<file path="src/rtl/uart_tx_arbiter.sv">
// Shares one uart_tx serializer among NUM_REQ byte producers: round-robin on packet
// boundaries, one byte per frame (accept -> tx_start -> tx_done), watchdog on a stuck frame.
module uart_tx_arbiter #(
  parameter int  NUM_REQ        = 4,
  parameter int  TIMEOUT_CYCLES = 1 << 20,
  localparam int GW             = $clog2(NUM_REQ),
  localparam int WW             = $clog2(TIMEOUT_CYCLES + 1)
) (
  input  logic                 clk,
  input  logic                 rst,
  input  logic [NUM_REQ-1:0]   req_valid,
  input  logic [8*NUM_REQ-1:0] req_data,
  input  logic [NUM_REQ-1:0]   req_last,
  output logic [NUM_REQ-1:0]   req_ready,
  output logic                 tx_start,
  output logic [7:0]           tx_din,
  input  logic                 tx_done,
  output logic [GW-1:0]        grant_id,
  output logic                 busy,
  output logic                 err_timeout,
  input  logic                 err_clr
);
  typedef enum logic [1:0] {IDLE, LAUNCH, WAIT_DONE} state_e;

  state_e        state_q, state_d;
  logic [GW-1:0] rr_ptr_q, rr_ptr_d, grant_id_q, grant_id_d;
  logic          lock_q, lock_d, last_q, last_d;
  logic          tx_start_q, tx_start_d, err_q, err_d;
  logic [7:0]    tx_din_q, tx_din_d;
  logic [WW-1:0] wd_cnt_q, wd_cnt_d;

  logic          gnt_vld;
  logic [GW-1:0] gnt_idx, scan_idx, next_ptr;
  logic [7:0]    sel_data;
  logic          sel_last;

  // Scan from the highest offset down so the requester closest to rr_ptr wins.
  always_comb begin : arb
    gnt_vld  = 1'b0;
    gnt_idx  = '0;
    scan_idx = '0;
    if (lock_q) begin
      gnt_vld = req_valid[grant_id_q];
      gnt_idx = grant_id_q;
    end else begin
      for (int k = NUM_REQ - 1; k >= 0; k--) begin
        scan_idx = GW'((int'(rr_ptr_q) + k) % NUM_REQ);
        if (req_valid[scan_idx]) begin
          gnt_vld = 1'b1;
          gnt_idx = scan_idx;
        end
      end
    end
  end

  always_comb begin : mux
    sel_data = '0;
    sel_last = 1'b0;
    for (int i = 0; i < NUM_REQ; i++) begin
      if (gnt_idx == GW'(i)) begin
        sel_data = req_data[8*i +: 8];
        sel_last = req_last[i];
      end
    end
  end

  assign next_ptr = (grant_id_q == GW'(NUM_REQ - 1)) ? '0 : grant_id_q + 1'b1;

  always_comb begin : fsm
    state_d    = state_q;
    rr_ptr_d   = rr_ptr_q;
    grant_id_d = grant_id_q;
    lock_d     = lock_q;
    last_d     = last_q;
    tx_start_d = 1'b0;
    tx_din_d   = tx_din_q;
    wd_cnt_d   = wd_cnt_q;
    err_d      = err_q & ~err_clr;
    case (state_q)
      IDLE: begin
        if (gnt_vld) begin
          tx_din_d   = sel_data;
          last_d     = sel_last;
          grant_id_d = gnt_idx;
          lock_d     = 1'b1;
          tx_start_d = 1'b1;
          state_d    = LAUNCH;
        end
      end
      LAUNCH: begin
        wd_cnt_d = '0;
        state_d  = WAIT_DONE;
      end
      WAIT_DONE: begin
        wd_cnt_d = wd_cnt_q + 1'b1;
        if (tx_done) begin
          state_d = IDLE;
          if (last_q) begin
            lock_d   = 1'b0;
            rr_ptr_d = next_ptr;
          end
        end else if (wd_cnt_q == WW'(TIMEOUT_CYCLES - 1)) begin
          err_d    = 1'b1;
          lock_d   = 1'b0;
          rr_ptr_d = next_ptr;
          state_d  = IDLE;
        end
      end
      default: state_d = IDLE;
    endcase
  end

  always_ff @(posedge clk) begin
    if (rst) begin
      state_q    <= IDLE;
      rr_ptr_q   <= '0;
      grant_id_q <= '0;
      lock_q     <= 1'b0;
      last_q     <= 1'b0;
      tx_start_q <= 1'b0;
      tx_din_q   <= '0;
      wd_cnt_q   <= '0;
      err_q      <= 1'b0;
    end else begin
      state_q    <= state_d;
      rr_ptr_q   <= rr_ptr_d;
      grant_id_q <= grant_id_d;
      lock_q     <= lock_d;
      last_q     <= last_d;
      tx_start_q <= tx_start_d;
      tx_din_q   <= tx_din_d;
      wd_cnt_q   <= wd_cnt_d;
      err_q      <= err_d;
    end
  end

  // A strobe while rst is high would promise a byte the reset edge then discards.
  always_comb begin : rdy
    req_ready = '0;
    if (state_q == IDLE && gnt_vld && !rst) req_ready[gnt_idx] = 1'b1;
  end

  assign tx_start    = tx_start_q;
  assign tx_din      = tx_din_q;
  assign grant_id    = grant_id_q;
  assign busy        = (state_q != IDLE) | lock_q;
  assign err_timeout = err_q;
endmodule

</file>
<file path="config.mk">
export PLATFORM = sky130hd
export DESIGN_NAME = uart_tx_arbiter
export DESIGN_NICKNAME = d
export VERILOG_FILES = /design/src/rtl/uart_tx_arbiter.sv
export SDC_FILE = /design/constraint.sdc
export NUM_CORES = 1
export LEC_CHECK = 0
export ABC_AREA = 1
export BUFFER_PORTS_ARGS = -buffer_cell sky130_fd_sc_hd__clkbuf_2
export CAP_MARGIN = 20
export CORE_UTILIZATION = 58
export CTS_CLUSTER_SIZE = 12
export DETAILED_ROUTE_END_ITERATION = 10
export MAX_ROUTING_LAYER = met4
export PLACE_DENSITY_LB_ADDON = 0.12
export SLEW_MARGIN = 30
export SYNTH_ARGS = -nofsm -noshare
export SYNTH_HDL_FRONTEND = slang
export SYNTH_SLANG_ARGS = --single-unit
</file>
<file path="constraint.sdc">
create_clock -name clk -period 5.1 [get_ports clk]
set_input_delay 0.255 -clock clk [delete_from_list [all_inputs] [get_ports clk]]
set_output_delay 0.255 -clock clk [all_outputs]
set_load 0.005 [all_outputs]
</file>
-- Word-level counts from Yosys, hierarchy flattened
Index checks and enable logic that the tools add are counted.
- register bits: 39
- output and inout bits: 17
- word-level logic and storage cells: 100
- bits of input ports: 44
- muxes and demuxes: 49
- reduce and logical (&&, ||, !) cells: 15
- add/subtract/negate cells: 5
- magnitude comparators: 7
- eq/ne operators: 11
- bitwise gates (word level): 4
- operators by type and width (operator ; number):
    21-bit case mux with 2 select lines ; 1
    8-bit two-way mux ; 4
    2-bit two-way mux ; 12
    1-bit two-way mux ; 23
    21-bit by 1-bit adder with 21-bit output, second input constant ; 1
    21-bit by 20-bit equality test with 1-bit output, second input constant ; 1
    2-bit by 3-bit less-than comparator with 1-bit output, second input constant ; 6
    1-bit binary-select mux with 2-bit select ; 5
    2-bit equality test, second input constant ; 4
    2-bit nonzero test ; 4
    3-bit inequality test, second input constant ; 2
    2-bit case mux with 3 select lines ; 1
    2-bit by 1-bit adder with 2-bit output, second input constant ; 2
    2-bit adder, second input constant ; 2
    2-bit by 1-bit equality test with 1-bit output, second input constant ; 2
    2-bit logical NOT ; 2
    4-bit two-way mux ; 1
    2-bit AND reduction ; 2
    4-bit AND reduction ; 1
    1-bit logical AND ; 3
    3-bit AND reduction ; 1
    1-bit demux with 2-bit select ; 1
    2-bit by 1-bit >= comparator with 1-bit output, second input constant ; 1
    2-bit by 1-bit inequality test with 1-bit output, second input constant ; 1
    7 further kinds ; 8

-- Logic depth before layout (Yosys ltp)
Gate-level depths: netlist of run 1.
- depth in word-level cells: 13
- gate-level depth with buffers: 15
- gate-level depth less buffers: 14

-- Worst setup path before layout of run 1
Ideal clock, no wire load.
- path kind: flip-flop to flip-flop
- start: register state_q[0]
- end: register wd_cnt_q[18]
- stages on the path, launching flop included: 14
- slack: 3.203 ns
- period minus slack after synthesis: 1.897 ns
- setup time: 0.117 ns
- arrival: 1.780 ns
- path through: dfxtp_1 -> inv_1 -> ha_1 -> nand2_2 -> nor2_2 -> inv_2 -> nor2_4 -> inv_2 -> nor3_2 -> nand3_2 -> nor4_4 -> nand2_1 -> o21ai_1 -> a21oi_1
- longest elaborated chain between the ends: 2
- elaborated cells on any way between the ends: 4
- those cells by class: eq/ne (2); mux (1); reduce/logical (1)
- RTL lines (what ; line ; source):
    start, declared ; 25 ; state_e state_q, state_d;
    start signal, assigned ; 125 ; state_q <= state_d;
    2-bit equality test / 2-bit by 1-bit equality test with 1-bit output (equally long branches) ; 79 ; case (state_q)
    21-bit case mux with 2 select lines / 2-bit nonzero test (equally long branches) ; - ;
    end signal, assigned ; 132 ; wd_cnt_q <= wd_cnt_d;
    end, declared ; 30 ; logic [WW-1:0] wd_cnt_q, wd_cnt_d;
Several ways; a longest one is shown, not always the timed one.
A chain may end at the register's enable or synchronous reset.

-- Worst setup path after layout of run 1
- start: register rr_ptr_q[0]
- end: output port req_ready[3]
- longest elaborated chain between the ends: 13
- elaborated cells on any way between the ends: 29
- those cells by class: add/sub (3); order compare (2); mux (21); reduce/logical (3)
- RTL lines (what ; line ; source):
    start, declared ; 26 ; logic [GW-1:0] rr_ptr_q, rr_ptr_d, grant_id_q, grant_id_d;
    start signal, assigned ; 126 ; rr_ptr_q <= rr_ptr_d;
    2-bit adder ; 47 ; scan_idx = GW'((int'(rr_ptr_q) + k) % NUM_REQ);
    1-bit binary-select mux with 2-bit select ; 48 ; if (req_valid[scan_idx]) begin
    1-bit two-way mux (not written as such) ; 48 ;
    2-bit two-way mux (4 in series) ; 48 ;
    2-bit two-way mux ; 42 ; if (lock_q) begin
    2-bit by 3-bit less-than comparator with 1-bit output (not written as such) / 2-bit by 1-bit >= comparator with 1-bit output (equally long branches) ; 140 ; if (state_q == IDLE && gnt_vld && !rst) req_ready[gnt_idx] = 1'b1;
    1-bit logical AND (not written as such) ; 140 ;
    1-bit two-way mux (not written as such) ; 140 ;
    1-bit demux with 2-bit select ; 140 ;
    4-bit two-way mux * ; 140 ;
    end, declared ; 14 ; output logic [NUM_REQ-1:0] req_ready,
Mark *: on every way between the ends. The rest lies on a longest branch, timed or not. The select of a mux whose other input is x is not followed.

==> flow_metrics.env, run 1 <==
export IMPL_status="completed"
export IMPL_clock_insertion_delay_worst_skew_ns=0.29
export IMPL_synthTopCellsByArea="dfxtp_1 31%, nand2_1 8.8%, inv_1 6.7%, nand3_1 6.2%, a21oi_1 5.4%"
export IMPL_whs_path_depth=4
export IMPL_routed_top_layer="met4"
export IMPL_endpoint_kind="primary output"
export IMPL_tns_ns=0
export IMPL_finalWirelength_um=5312
export IMPL_rows=23
export IMPL_swShare_pct=45.64
export IMPL_instances_no_fill=466
export IMPL_synthMuxAreaShare_pct=0
export IMPL_synth_simple_area_share_pct=37.56
export IMPL_cpMaxStageDelayCell="dfxtp_1"
export IMPL_cts_sinks=39
export IMPL_finalWeightedCongestion=0.8059
export IMPL_grt_pass1_vias=2138
export IMPL_synth_area_sq_mm=0.002515
export IMPL_critical_path_class="flip-flop to primary output"
export IMPL_synth_edf_count=0
export IMPL_power_frac_clock_pct=16.6
export IMPL_synthCells=361
export IMPL_arrival_ns=2.42
export IMPL_clock_path_buffers=2
export IMPL_track_usage_pct=26.15
export IMPL_slew_viol_final=0
export IMPL_maxCapViolCount=0
export IMPL_fin_crit_ns=2.676
export IMPL_layout_commonest_cell="clkbuf_2"
export IMPL_cts_tree="yes"
export IMPL_cts_clk_slew_worst_paths_ns=0.08
export IMPL_drt_initial_drc_count=105
export IMPL_start_util_pct=61.54
export IMPL_coreArea_sq_mm=0.004086
export IMPL_die_width_um=67.85
export IMPL_hpwlAfterDp_um=4142
export IMPL_hp_class="input port to flip-flop"
export IMPL_wl_met1_um=2570
export IMPL_postCtsHoldBufs=0
export IMPL_synth_top_family_by_area="simple AND/OR/NAND/NOR gates"
export IMPL_yosysSeqAreaShare_pct=31.04
export IMPL_ys_warn_count=0
export IMPL_antenna_found_initial=0
export IMPL_drive_gt1_share_pct=28.37
export IMPL_cts_htree_levels=2
export IMPL_internal_power_mw=0.6686
export IMPL_critPathMaxFanout=22
export IMPL_final_period_utilization_pct=52.47
export IMPL_critPathRequiredTime_ns=4.85
export IMPL_reg2reg_slack_ns=2.73
export IMPL_cp_top_family="simple AND/OR/NAND/NOR gates"
export IMPL_dr_pass1_iters=5
export IMPL_max_freq_ghz=0.3737
export IMPL_cts_root_buf="clkbuf_8"
export IMPL_post_route_util_pct=70.21
export IMPL_wl_met2_um=2389
export IMPL_syn2layout_area_growth_pct=14.08
export IMPL_async_reset_ff_share_pct=0
export IMPL_hold_viol_final=0
export IMPL_syn_area_per_cell_sq_um=6.967
export IMPL_seq_power_share_pct=31.3
export IMPL_setup_violations_final=0
export IMPL_cellPowerDensity_mw_per_mm2=428.7
export IMPL_antenna_left=0
export IMPL_whs_ns=0.2115
export IMPL_p_switching_mw=0.5613
export IMPL_synthFlopType="dfxtp_1"
export IMPL_synth_compound_gate_area_share_pct=16.32
export IMPL_ctsResizeCount=0
export IMPL_max_stage_delay_ns=0.58
export IMPL_antenna_cells=0
export IMPL_io_pins=61
export IMPL_via_per_inst=5.262
export IMPL_worstMarginPinSlew_ns=0.8499
export IMPL_final_cell_mix="60 x clkbuf_2, 59 x nand2_1, 45 x inv_1, 39 x dfxtp_1, 31 x nand3_1"
export IMPL_overflow=0
export IMPL_yosysTopAreaCellShare_pct=31.04
export IMPL_ys_types=35
export IMPL_cts_setup_buffers=0
export IMPL_fin_worst_skew_ns=0.006854
export IMPL_crit_path_frequent_cell="nand2_1"
export IMPL_ir_drop_v=0.0002412
export IMPL_crit_chain="nand2_1 -> o21ai_2 -> nand2_2 -> nand2_1 -> nand2_1 -> nand3_2 -> nand2_2 -> inv_2 -> nand3_4 -> nor2_1 -> clkbuf_2"
export IMPL_crit_buf_inv=2
export IMPL_grt_pass1_wl_um=8804
export IMPL_fin_nets=465
export IMPL_grt_max_degree=23
export IMPL_synth_xor_area_share_pct=0.3483
export IMPL_portBuffers=60
export IMPL_wl_per_cell_um=11.40
export IMPL_synthAdderAreaFrac_pct=2.985
export IMPL_rsz0062_at_grt="false"
export IMPL_p_comb_share_pct=52.1
export IMPL_cp_depth=11
export IMPL_drc_errors=0
export IMPL_dr_total_vias=2452
export IMPL_fp_dieH_um=67.85
export IMPL_synth_largest_area_cell="dfxtp_1"
export IMPL_wl_met3_um=274
export IMPL_leakage_nw=1.305
export IMPL_synth_seq_cells=39
export IMPL_die_area_sq_mm=0.004604
export IMPL_slew_headroom_pct=43.34
export IMPL_numCtsBuffers=5
export IMPL_post_place_cells=458
export IMPL_syn_nets=411
export IMPL_r2r_cells=13
export IMPL_startpoint_type="flip-flop"
## Yosys cell counts, types with 3 or more instances
cell type   n
nand2_1    59
inv_1      45
dfxtp_1    39
nand3_1    31
nor2_1     29
a21oi_1    27
o21ai_0    21
nand4_1    14
nand2_2    13
o21ai_1    11
nor3_1      9
inv_2       7
nand3_2     7
ha_1        6
a21oi_2     5
buf_6       4
nor2_4      4
buf_4       3
nor2_2      3
o21ai_2     3
## worst reg2reg max path: stages, from the launching register on
cell	delay, ns
dfxtp_1	0.58
nand2_1	0.11
o21ai_2	0.12
nand2_2	0.09
nand2_1	0.06
nand2_1	0.06
nand3_2	0.08
nand2_2	0.23
inv_2	0.32
nand3_4	0.22
o21ai_0	0.23
inv_1	0.06
nand2_1	0.08
a21oi_2	0.05
## layer usage
layer	global-route usage, %	up-vias
met1	32.24	1068
met4	8.594	0
met2	43.19	76
met5	-	-
met3	4.500	5
li1	-	1303
## path summary, 6_finish.rpt
check / startpoint / end
min reg2reg: err_timeout / err_timeout
max: rr_ptr_q[0] / req_ready[3]
min: err_clr / err_timeout
max reg2reg: rr_ptr_q[0] / last_q
## power groups by stage
stage	sequential [mW]	clock, mW	combinational [mW]
after global placement	0.391	0	0.625
after CTS	0.385	0.213	0.639
after floorplan	0.387	0	0.543
final	0.385	0.204	0.641
after detailed placement	0.391	0	0.639
after global routing	0.391	0.222	0.722
## cell families (layout without fill, tap and decap cells)
logic type	Yosys count	after routing
AND/OR/NAND/NOR	177	177
XOR/XNOR	1	1
adder cells (fa/ha/maj)	6	6
AO/OA/AOI/OAI	72	72
buffers and inverters	66	121
flip-flops	39	39
## final cells by class
cell class                      instances  area [sq um]
Tap cell                               50         62.56
Sequential cell                        39         780.7
Fill cell                             364          1217
Multi-Input combinational cell        256          1439
Clock inverter                          2         12.51
Timing Repair Buffer                   60         300.3
Clock buffer                            6         72.57
Inverter                               53         201.4
## registers in the layout, indices dropped and copies added, names as in the netlist
register     cells
tx_din           8
state_q          2
rr_ptr_q         2
wd_cnt_q        21
lock_q           1
grant_id         2
last_q           1
tx_start         1
err_timeout      1
## per-stage QoR
stage,instance area [sq um],power (mW),setup slack [ns]
6_report,2869,1.230,2.424
5_1_grt,2869,1.336,2.207
4_1_cts,2869,1.238,2.425
3_5_place_dp,2784,1.030,2.750
3_3_place_gp,2784,1.016,2.774
2_1_floorplan,2515,0.9302,3.203
No activity file was read; power rests on OpenSTA's default activity.
==> run 2, diff against run 1 <==
--- a/config.mk
+++ b/config.mk
@@ -8,7 +8,7 @@
 export ABC_AREA = 1
 export BUFFER_PORTS_ARGS = -buffer_cell sky130_fd_sc_hd__clkbuf_2
 export CAP_MARGIN = 20
-export CORE_UTILIZATION = 58
+export CORE_UTILIZATION = 48
 export CTS_CLUSTER_SIZE = 12
 export DETAILED_ROUTE_END_ITERATION = 10
 export MAX_ROUTING_LAYER = met4
==> constraint.sdc (replaced) <==
create_clock -name clk -period 2.15 [get_ports clk]
set_input_delay 0.1075 -clock clk [delete_from_list [all_inputs] [get_ports clk]]
set_output_delay 0.1075 -clock clk [all_outputs]
set_load 0.005 [all_outputs]
==> run 2 against run 1 <==
  * Via count grew 2.6%
  * Die area up 20%
  * First-iteration DRC count is 3.8% higher
  * Non-clock buffer count grew 13
  * Critical path type unchanged
  * Highest routed layer unchanged
==> flow_metrics.env, run 2 (same netlist as run 1, synthesis figures left out) <==
export IMPL_endpoint_kind="primary output"
export IMPL_setup_violations_final=0
export IMPL_overflow=0
export IMPL_reg2reg_slack_ns=0.18
export IMPL_hp_class="input port to flip-flop"
export IMPL_hp_start="err_clr"
export IMPL_wl_per_cell_um=11.64
export IMPL_final_seq_area_sq_um=782.0
export IMPL_die_width_um=74.39
export IMPL_dr_total_vias=2516
export IMPL_start_util_pct=51.54
export IMPL_coreArea_sq_mm=0.004880
export IMPL_instances_no_fill=496
export IMPL_numCtsBuffers=5
export IMPL_grt_max_degree=22
export IMPL_fin_worst_skew_ns=0.005474
export IMPL_drt_initial_drc_count=109
export IMPL_arrival_ns=1.91
export IMPL_critical_path_class="flip-flop to primary output"
export IMPL_worstMarginPinSlew_ns=0.3407
export IMPL_fillers=487
export IMPL_use_met1_pct=29.02
export IMPL_cts_root_buf="clkbuf_8"
export IMPL_p_comb_share_pct=54.3
export IMPL_rows=25
export IMPL_layout_commonest_cell="clkbuf_2"
export IMPL_max_freq_ghz=0.4948
export IMPL_top_register="wd_cnt_q"
export IMPL_internal_power_mw=1.900
export IMPL_status="completed"
export IMPL_startpoint_type="flip-flop"
export IMPL_grt_pass1_vias=2191
export IMPL_power_frac_clock_pct=18.5
export IMPL_r2r_cells=13
export IMPL_maxCapViolCount=0
export IMPL_r2r_start="state_q[0]"
export IMPL_use_met2_pct=35.84
export IMPL_multi_input_area_sq_mm=0.001465
export IMPL_antenna_found_initial=0
export IMPL_busiest_layer="met2"
export IMPL_final_cell_mix="60 x clkbuf_2, 59 x nand2_1, 44 x inv_1, 38 x dfxtp_1, 31 x nand3_1"
export IMPL_use_met3_pct=4.201
export IMPL_leakage_nw=1.389
export IMPL_fp_dieH_um=74.39
export IMPL_fin_crit_ns=2.021
export IMPL_antenna_cells=0
export IMPL_reg2reg_to="wd_cnt_q[18]"
export IMPL_clock_insertion_delay_worst_skew_ns=0.29
export IMPL_portBuffers=60
export IMPL_syn2layout_area_growth_pct=21.44
export IMPL_hpwlAfterDp_um=4299
export IMPL_postCtsHoldBufs=0
export IMPL_critPathMaxFanout=21
export IMPL_dr_pass1_iters=4
export IMPL_grt_pass1_wl_um=9432
export IMPL_final_period_utilization_pct=94.01
export IMPL_antenna_left=0
export IMPL_swShare_pct=43.18
export IMPL_die_area_sq_mm=0.005533
export IMPL_cts_clk_slew_worst_paths_ns=0.08
export IMPL_cts_htree_levels=2
export IMPL_largest_register_ffs=21
export IMPL_finalWeightedCongestion=0.8314
export IMPL_seq_power_share_pct=27.3
export IMPL_ir_drop_v=0.0006451
export IMPL_cts_sinks=39
export IMPL_drc_errors=0
export IMPL_cellPowerDensity_mw_per_mm2=1095
export IMPL_tns_ns=0
export IMPL_via_per_inst=5.073
export IMPL_crit_start="rr_ptr_q[0]"
export IMPL_whs_path_depth=4
export IMPL_fin_nets=478
export IMPL_cts_tree="yes"
export IMPL_whs_ns=0.06606
export IMPL_p_switching_mw=1.444
export IMPL_slew_viol_final=0
export IMPL_finalWirelength_um=5775
export IMPL_rsz0062_at_grt="true"
export IMPL_drive_gt1_share_pct=31.47
export IMPL_track_usage_pct=22.54
export IMPL_clock_path_buffers=2
export IMPL_post_place_cells=483
export IMPL_critPathRequiredTime_ns=2.04
export IMPL_io_pins=61
export IMPL_slew_headroom_pct=77.26
export IMPL_min_to="err_timeout"
export IMPL_hold_viol_final=0
run 2: stage by stage:
stage | area, sq um | total power [mW] | util (%) | worst slack, ns
2_1_floorplan | 2515 | 2.207 | - | 0.2529
3_3_place_gp | 2865 | 2.552 | 58.72 | 0.2009
3_5_place_dp | 2865 | 2.573 | 58.72 | 0.1244
4_1_cts | 2983 | 3.210 | 61.13 | 0.08098
5_1_grt | 3054 | 3.605 | 62.59 | -0.03043
6_report | 3054 | 3.343 | 62.59 | 0.1288
run 2: layout make-up:
class,instances,area share [%]
timing repair buffer,73,13.40
tap,67,2.745
multi-input combinational,256,47.97
clock inverter,3,1.434
sequential,39,25.60
inverter,53,6.596
clock buffer,5,2.253
run 2: what timing repair did:
action / 4_1_cts / 5_1_grt
pin swaps: 0 / 2
resized for setup: 1 / 7
buffers inserted: 0 / 5
endpoints found under the setup margin: 2 / 6
cloned: 0 / 0
run 2: per-layer routing:
metal | up-vias | wire length [um]
met2 | 60 | 2743
met1 | 1120 | 2710
met5 | - | 0
met4 | 0 | 59
met3 | 6 | 261
li1 | 1330 | -
run 2: worst max-delay path: stages, from the launching register on:
cell and delay [ns]:
dfxtp_1 0.33, buf_6 0.15, inv_4 0.06, nand2_1 0.07, nand2_2 0.08, nand2_2 0.10
nand3_1 0.08, nand3_1 0.11, nand3_4 0.15, nand2_8 0.18, nand2_1 0.08, nor2_1 0.12
clkbuf_2 0.12
run 2: worst max-delay path by stage:
stage	depth (start not counted)	slack, ns	endpoint
3_3_place_gp	13	0.20	wd_cnt_q[18]
5_1_grt	12	-0.03	req_ready[0]
4_1_cts	13	0.08	req_ready[0]
6_report	12	0.13	req_ready[0]
3_5_place_dp	13	0.12	wd_cnt_q[18]
2_1_floorplan	13	0.25	wd_cnt_q[18]
run 2: power by group through the flow:
stage	sequential [mW]	combinational, mW	clock [mW]
after detailed placement	0.923	1.65	0
after floorplan	0.917	1.29	0
after global placement	0.921	1.63	0
after CTS	0.908	1.67	0.632
after global routing	0.925	2.02	0.659
final	0.912	1.81	0.618
